--- config.mk ---
export PLATFORM = sky130hd
export DESIGN_NAME = serial_rx_controller_flat
export DESIGN_NICKNAME = d
export VERILOG_FILES = /design/src/rtl/serial_rx_controller_if.sv /design/src/rtl/serial_rx_controller.sv /design/src/flat_wrapper.sv
export SDC_FILE = /design/constraint.sdc
export NUM_CORES = 1
export LEC_CHECK = 0
export BUFFER_PORTS_ARGS = -buffer_cell sky130_fd_sc_hd__buf_4
export CAP_MARGIN = 10
export CORE_UTILIZATION = 45
export CTS_CLUSTER_DIAMETER = 100
export CTS_CLUSTER_SIZE = 40
export DETAILED_ROUTE_END_ITERATION = 10
export HOLD_SLACK_MARGIN = 0.12
export PLACE_DENSITY = 0.71
export SYNTH_ARGS = -nofsm -noshare
export SYNTH_HDL_FRONTEND = slang
export SYNTH_SLANG_ARGS = --single-unit
--- constraint.sdc ---
create_clock -name clk -period 1.6 [get_ports clk]
set_input_delay 0.32 -clock clk [delete_from_list [all_inputs] [get_ports clk]]
set_output_delay 0.32 -clock clk [all_outputs]
set_load 0.05 [all_outputs]
--- src/rtl/serial_rx_controller_if.sv ---
//==============================================================================
// serial_rx_controller_if : line, BitCounter and host signals of the serial RX FSM
// Rev 1.0
//==============================================================================
`default_nettype none

interface serial_rx_controller_if;
    logic       SerialIn;
    logic [7:0] Count;
    logic       ClearCounter;
    logic       IncCounter;
    logic       ShiftEn;
    logic       RxBit;
    logic       DataValid;
    logic       FrameError;
    logic       Busy;

    modport master (
        input  SerialIn, Count,
        output ClearCounter, IncCounter, ShiftEn, RxBit, DataValid, FrameError, Busy
    );

    modport slave (
        output SerialIn, Count,
        input  ClearCounter, IncCounter, ShiftEn, RxBit, DataValid, FrameError, Busy
    );
endinterface

`default_nettype wire

--- src/rtl/serial_rx_controller.sv ---
//==============================================================================
// serial_rx_controller : sequences one start/data/stop serial frame
// Rev 1.0
//==============================================================================
`default_nettype none

module serial_rx_controller #(
    parameter int DATA_BITS    = 8,
    parameter int BIT_PERIOD   = 16,
    parameter int SAMPLE_POINT = 8
) (
    input wire logic                   clk,
    input wire logic                   reset,
    serial_rx_controller_if.master     bus
);

    localparam int              TW            = $clog2(BIT_PERIOD);
    localparam logic [TW-1:0]   c_tick_last   = TW'(BIT_PERIOD - 1);
    localparam logic [TW-1:0]   c_tick_sample = TW'(SAMPLE_POINT);
    localparam logic [7:0]      c_data_bits   = 8'(DATA_BITS);

    typedef enum logic [2:0] {
        S_IDLE  = 3'd0,
        S_START = 3'd1,
        S_DATA  = 3'd2,
        S_STOP  = 3'd3,
        S_BREAK = 3'd4
    } state_t;

    state_t          state_q, state_d;
    logic [TW-1:0]   tick_q, tick_d;
    logic            rx_meta_q, rx_s_q;
    logic            clear_q, clear_d;
    logic            inc_q, inc_d;
    logic            shift_q, shift_d;
    logic            rxbit_q, rxbit_d;
    logic            dv_q, dv_d;
    logic            fe_q, fe_d;

    always_ff @(posedge clk or negedge reset) begin
        if (!reset) begin
            state_q   <= S_IDLE;
            tick_q    <= '0;
            rx_meta_q <= 1'b1;
            rx_s_q    <= 1'b1;
            clear_q   <= 1'b1;
            inc_q     <= 1'b0;
            shift_q   <= 1'b0;
            rxbit_q   <= 1'b0;
            dv_q      <= 1'b0;
            fe_q      <= 1'b0;
        end else begin
            state_q   <= state_d;
            tick_q    <= tick_d;
            rx_meta_q <= bus.SerialIn;
            rx_s_q    <= rx_meta_q;
            clear_q   <= clear_d;
            inc_q     <= inc_d;
            shift_q   <= shift_d;
            rxbit_q   <= rxbit_d;
            dv_q      <= dv_d;
            fe_q      <= fe_d;
        end
    end

    always_comb begin
        state_d = state_q;
        inc_d   = 1'b0;
        shift_d = 1'b0;
        rxbit_d = rxbit_q;
        dv_d    = 1'b0;
        fe_d    = 1'b0;

        case (state_q)
            S_IDLE: begin
                if (!rx_s_q) state_d = S_START;
            end
            S_START: begin
                // A start bit that is high again at mid-bit was only a glitch.
                if (tick_q == c_tick_sample && rx_s_q) state_d = S_IDLE;
                else if (tick_q == c_tick_last)       state_d = S_DATA;
            end
            S_DATA: begin
                if (tick_q == c_tick_sample) begin
                    shift_d = 1'b1;
                    inc_d   = 1'b1;
                    rxbit_d = rx_s_q;
                end
                if (tick_q == c_tick_last && bus.Count >= c_data_bits) state_d = S_STOP;
            end
            S_STOP: begin
                if (tick_q == c_tick_sample) begin
                    if (rx_s_q) begin
                        dv_d    = 1'b1;
                        state_d = S_IDLE;
                    end else begin
                        fe_d    = 1'b1;
                        state_d = S_BREAK;
                    end
                end
            end
            S_BREAK: begin
                if (rx_s_q) state_d = S_IDLE;
            end
            default: state_d = S_IDLE;
        endcase

        // The counter is held clear everywhere outside the data and stop phases.
        clear_d = (state_d == S_IDLE) || (state_d == S_START) || (state_d == S_BREAK);

        if (state_d != state_q || tick_q == c_tick_last) tick_d = '0;
        else                                             tick_d = tick_q + TW'(1);
    end

    assign bus.ClearCounter = clear_q;
    assign bus.IncCounter   = inc_q;
    assign bus.ShiftEn      = shift_q;
    assign bus.RxBit        = rxbit_q;
    assign bus.DataValid    = dv_q;
    assign bus.FrameError   = fe_q;
    assign bus.Busy         = (state_q != S_IDLE);

endmodule

`default_nettype wire

--- src/flat_wrapper.sv ---
// flat-port wrapper written by rule: the top's interface ports become plain ports
module serial_rx_controller_flat 
#(
    parameter int DATA_BITS    = 8,
    parameter int BIT_PERIOD   = 16,
    parameter int SAMPLE_POINT = 8
)
  (clk, reset, bus_SerialIn, bus_Count, bus_ClearCounter, bus_IncCounter, bus_ShiftEn, bus_RxBit, bus_DataValid, bus_FrameError, bus_Busy);
  serial_rx_controller_if bus_i ();
  input wire logic clk;
  input wire logic reset;
  input wire logic [$bits(bus_i.SerialIn)-1:0] bus_SerialIn;
  input wire logic [$bits(bus_i.Count)-1:0] bus_Count;
  output wire logic [$bits(bus_i.ClearCounter)-1:0] bus_ClearCounter;
  output wire logic [$bits(bus_i.IncCounter)-1:0] bus_IncCounter;
  output wire logic [$bits(bus_i.ShiftEn)-1:0] bus_ShiftEn;
  output wire logic [$bits(bus_i.RxBit)-1:0] bus_RxBit;
  output wire logic [$bits(bus_i.DataValid)-1:0] bus_DataValid;
  output wire logic [$bits(bus_i.FrameError)-1:0] bus_FrameError;
  output wire logic [$bits(bus_i.Busy)-1:0] bus_Busy;
  assign bus_i.SerialIn = bus_SerialIn;
  assign bus_i.Count = bus_Count;
  assign bus_ClearCounter = bus_i.ClearCounter;
  assign bus_IncCounter = bus_i.IncCounter;
  assign bus_ShiftEn = bus_i.ShiftEn;
  assign bus_RxBit = bus_i.RxBit;
  assign bus_DataValid = bus_i.DataValid;
  assign bus_FrameError = bus_i.FrameError;
  assign bus_Busy = bus_i.Busy;
  serial_rx_controller #(.DATA_BITS(DATA_BITS), .BIT_PERIOD(BIT_PERIOD), .SAMPLE_POINT(SAMPLE_POINT)) u_core (.clk(clk), .reset(reset), .bus(bus_i));
endmodule
# == Word-level counts from Yosys, hierarchy flattened ==
# Cells that the tools add are included.
# op_classes
add_sub_neg,1
magnitude_cmp,1
n_eq_ne,9
mux,17
reduce_logical,9
# op_table
op,count
2-to-1 mux 3 bit,7
one-hot mux 3 bit (5 select lines),1
"equality test 4 bit, second input constant",2
">= comparator 8 x 4 -> 1 bit, second input constant",1
2-to-1 mux 1 bit,8
"equality test 3 x 1 -> 1 bit, second input constant",2
"equality test 3 x 2 -> 1 bit, second input constant",2
"equality test 3 bit, second input constant",2
zero test 3 bit,2
"adder 4 x 1 -> 4 bit, second input constant",1
2-to-1 mux 4 bit,1
logical OR 1 bit,3
!= test 3 bit,1
nonzero test 3 bit,1
logical AND 1 bit,2
AND reduction 2 bit,1
# totals
ff_bits,14
output_inout_bits,7

# == Longest topological paths before layout ==
# logic_depth
word_depth,7
ltp_mapped,6

# == Least setup slack after synthesis ==
# No wires, ideal clock.
# synth_timing
path_kind,flip-flop to flip-flop
start,register u_core.tick_q[0]
end,register u_core.tick_q[1]
setup_time_ns,0.120
arrival_ns,1.593
slack_ns,-0.113
stages_incl_launch_ff,7
path_buffers,1
path_cell_list,dfrtp_1 > ha_1 > and3_1 > clkbuf_1 > o2111a_1 > o31a_1 > o211a_1
# synth_via
elab_chain_cells,7
# synth_rtl
element,line,source
start: declaration,serial_rx_controller.sv:31,"logic [TW-1:0] tick_q, tick_d;"
start signal: assignment,serial_rx_controller.sv:54,tick_q <= tick_d;
"equality test 4 bit, on equally long branches",--,
"2-to-1 mux 3 bit, or another cell as far along",serial_rx_controller.sv:81,else if (tick_q == c_tick_last) state_d = S_DATA;
"2-to-1 mux 3 bit, on equally long branches","serial_rx_controller.sv:80, serial_rx_controller.sv:89",
one-hot mux 3 bit (5 select lines),serial_rx_controller.sv:74,case (state_q)
!= test 3 bit,serial_rx_controller.sv:111,if (state_d != state_q || tick_q == c_tick_last) tick_d = '0;
logical OR 1 bit,serial_rx_controller.sv:111,
2-to-1 mux 4 bit (*),serial_rx_controller.sv:111,
net u_core.tick_d[1],serial_rx_controller.sv:31,
# Mark *: on every way through the listed nets, which the timed path passes. The rest lies on a longest branch.
# A chain may end at the register's enable or synchronous reset.

# == Worst setup path in the final report ==
# layout_timing
start,register u_core.tick_q[1]
end,register u_core.tick_q[1]
# The elaborated chain is that of the path after synthesis.

==> metrics.txt <==
run status complete, but fails checks; failing checks setup timing; DP Area ~950 um2; global placement routability congestion roughly 0.80; Die Y around 42 um; crit path from u_core.tick_q[1]; CTS buffer count 3; CTS max path bufs 2; Detail Route Antenna Nets 0; CTS H-Tree Depth 1; io pins 18; Rows 14; HP Class in -> reg; total length of routed wires between 1500 and 2000 um; Final HPWL DP 1200 um; DIE AREA roughly 1800 um2; Max-Cap Viols 0; DR vias ~680; layout cell share with drive strength beyond 1 between 50 and 60%; CTS tree built; Syn Std Cell Area between 700 and 800 um2; Via density roughly 5.6; hold path startpoint bus_SerialIn; relative slew slack between 70% and 80%; ys flop type dfrtp_1; Worst Clk Skew 10.0 ps; Core ar. about 1500 um2; P&R area growth vs syn 57.3%; final instance area approximately 1100 um2; Synth area leaders dfrtp_1 (38%), dfstp_2 (11%), a21oi_1 (3.5%); Worst EP arrival about 1900 ps; vias in the first global route 701; worst reg2reg setup slack -140 ps; CTS Root Cell clkbuf_4; register area share after synthesis 49.5%; PnR worst setup slack -135 ps; area of the multi-input gates 389 um2; initial detailed-routing violation count 19; pre-CTS setup slack -249 ps; critical path required time between 1500 and 2000 ps; EDFF count, synth 0; clock sinks 14; drt pass-1 iters 4; commonest non-fill, non-tap cell in the layout buf_4; die width around 42 um; commonest cells after routing, fill and taps aside buf_4 (34), dfrtp_1 (10), a21oi_1 (5); Worst path max stage delay approximately 380 ps; minimum clock period between 1500 and 2000 ps; Async SR Flop Fraction between 90% and 100%; antenna violations before repair 0; unrepaired setup endpoints after global routing true; Mapped Cells between 60 and 70; setup_tns -501 ps; CP max FO 3; clock latency on the worst-skew pair roughly 290 ps; CP Class reg -> reg; Starting Density between 40% and 50%; worst r2r src u_core.tick_q[1]; CP cell instances inv_1 > ha_2 > and3b_2 > a2111oi_4 > buf_4 > nor4_2 > o211a_1; Final setup viols 6; largest net degree at the start of global routing 15; family with the most delay on the worst path compound AO/OA/AOI/OAI gates; Yosys warnings 0; Tightest Pin Transition between 300 and 400 ps; clk slew on worst S/H paths about 90 ps; port bufs 14; CP Launch Type register; global-route wire length before repair 2970 um; FMAX around 580 MHz; Syn Nets 80; Slew Limit Fails 0; synth unique cells 38; Lkg Pwr about 0.56 nW; fin crit share 108%; crit path capture type register; GRT Util Overall 23.0%; Fill cells approximately 100; drt drc 0; largest area contributor in the netlist dfrtp_1; Final #Nets between 100 and 150; sequential standard cell area 355 um2; mean routed wirelength per cell ~15 um; Crit-path slowest cell dfrtp_1; worst vdd ir 0.000964 V; global route overflow 0; PD cells 1630 nW/um2; Fin. Hold Viols 0; Avg Synthesized Cell Area 10.7 um2; Synth top area share 38.5%; diodes inserted 0; CP Buf/Inv Count 2; flop and latch count out of synthesis 14
-- flip-flops by register name, summed over array words and instances, names as in the netlist --
| signal | cells |
|---|---|
| u_core.bus.RxBit | 1 |
| u_core.rx_meta_q | 1 |
| u_core.bus.DataValid | 1 |
| u_core.tick_q | 4 |
| u_core.state_q | 3 |
| u_core.bus.ClearCounter | 1 |
| u_core.bus.FrameError | 1 |
| u_core.rx_s_q | 1 |
| u_core.bus.IncCounter | 1 |
-- worst reg2reg max path, stage by stage, from the launching register on --
cell       delay, ps
dfrtp_1          380
inv_1             60
ha_2             190
and3b_2          230
a2111oi_4        340
buf_4            180
nor4_2            30
o211a_1          220
-- path summary, 6_finish.rpt --
path                                endpoint  cells past startpoint
hold reg to reg                u_core.rx_s_q                      0
min in group asynchronous  u_core.state_q[2]                      2
max in group asynchronous      u_core.rx_s_q                      2
hold / removal              u_core.rx_meta_q                      1
setup reg to reg            u_core.tick_q[1]                      7
setup / recovery            u_core.tick_q[1]                      7
-- routing by layer --
metal / track usage, % / wire, um / vias up
met5: 0 / 0 / -
met4: 11.6 / 29 / 0
met1: 23.7 / 749 / 334
met3: 5.22 / 47 / 4
met2: 42.5 / 988 / 12
li1: - / - / 325
-- logic make-up after synthesis --
kind of cell / count (synthesis) / share of synthesized area [%]
buffers and inverters: 8 / 4.72
xor gates and xnor gates: 2 / 2.45
and+or+nand+nor: 24 / 19.6
muxes: 1 / 1.57
DFF: 14 / 49.5
AOI/OAI and AO/OA: 16 / 18.7
adders and majority gates: 2 / 3.50
-- through the flow --
step                hold WS [ps]  std cells  power, mW  utilization [%]
floorplan                   24.4         67      0.986                -
global placement             172        110       1.30             64.0
detailed placement           177        110       1.34             64.0
CTS                          135        121       1.81             74.1
global route                 121        121       1.95             75.6
finish                       142        121       1.84             75.6
-- Yosys cell counts, drive strengths merged (2+ instances only) --
library cell / count
nor2: 5
inv: 3
dfstp: 3
nand2: 2
ha: 2
nor3: 2
a21oi: 5
buf: 2
clkbuf: 3
and3: 2
dfrtp: 11
nand3: 2
-- area by class of cell --
cell class / instances / area share, %
well taps: 16 / 1.78
clock buffers: 4 / 3.22
multi-input cells: 45 / 34.6
inverters: 3 / 1.00
repair buffers: 39 / 27.9
flip-flops and latches: 14 / 31.6
-- timing repair --
item,in CTS,in global routing
endpoints found under the setup margin,6,7
buffers inserted,6,1
hold buffers,1,0
endpoints found under the hold margin,14,0
gates resized for setup,14,8
pin swaps,11,4
-- power breakdown --
group	total [mW]	switching (mW)	leakage, nW	internal [mW]
clock network	0.260	0.121	0.0210	0.139
registers	0.527	0.0783	0.176	0.449
logic	1.05	0.483	0.359	0.571
No activity file was read; power rests on OpenSTA's default activity.
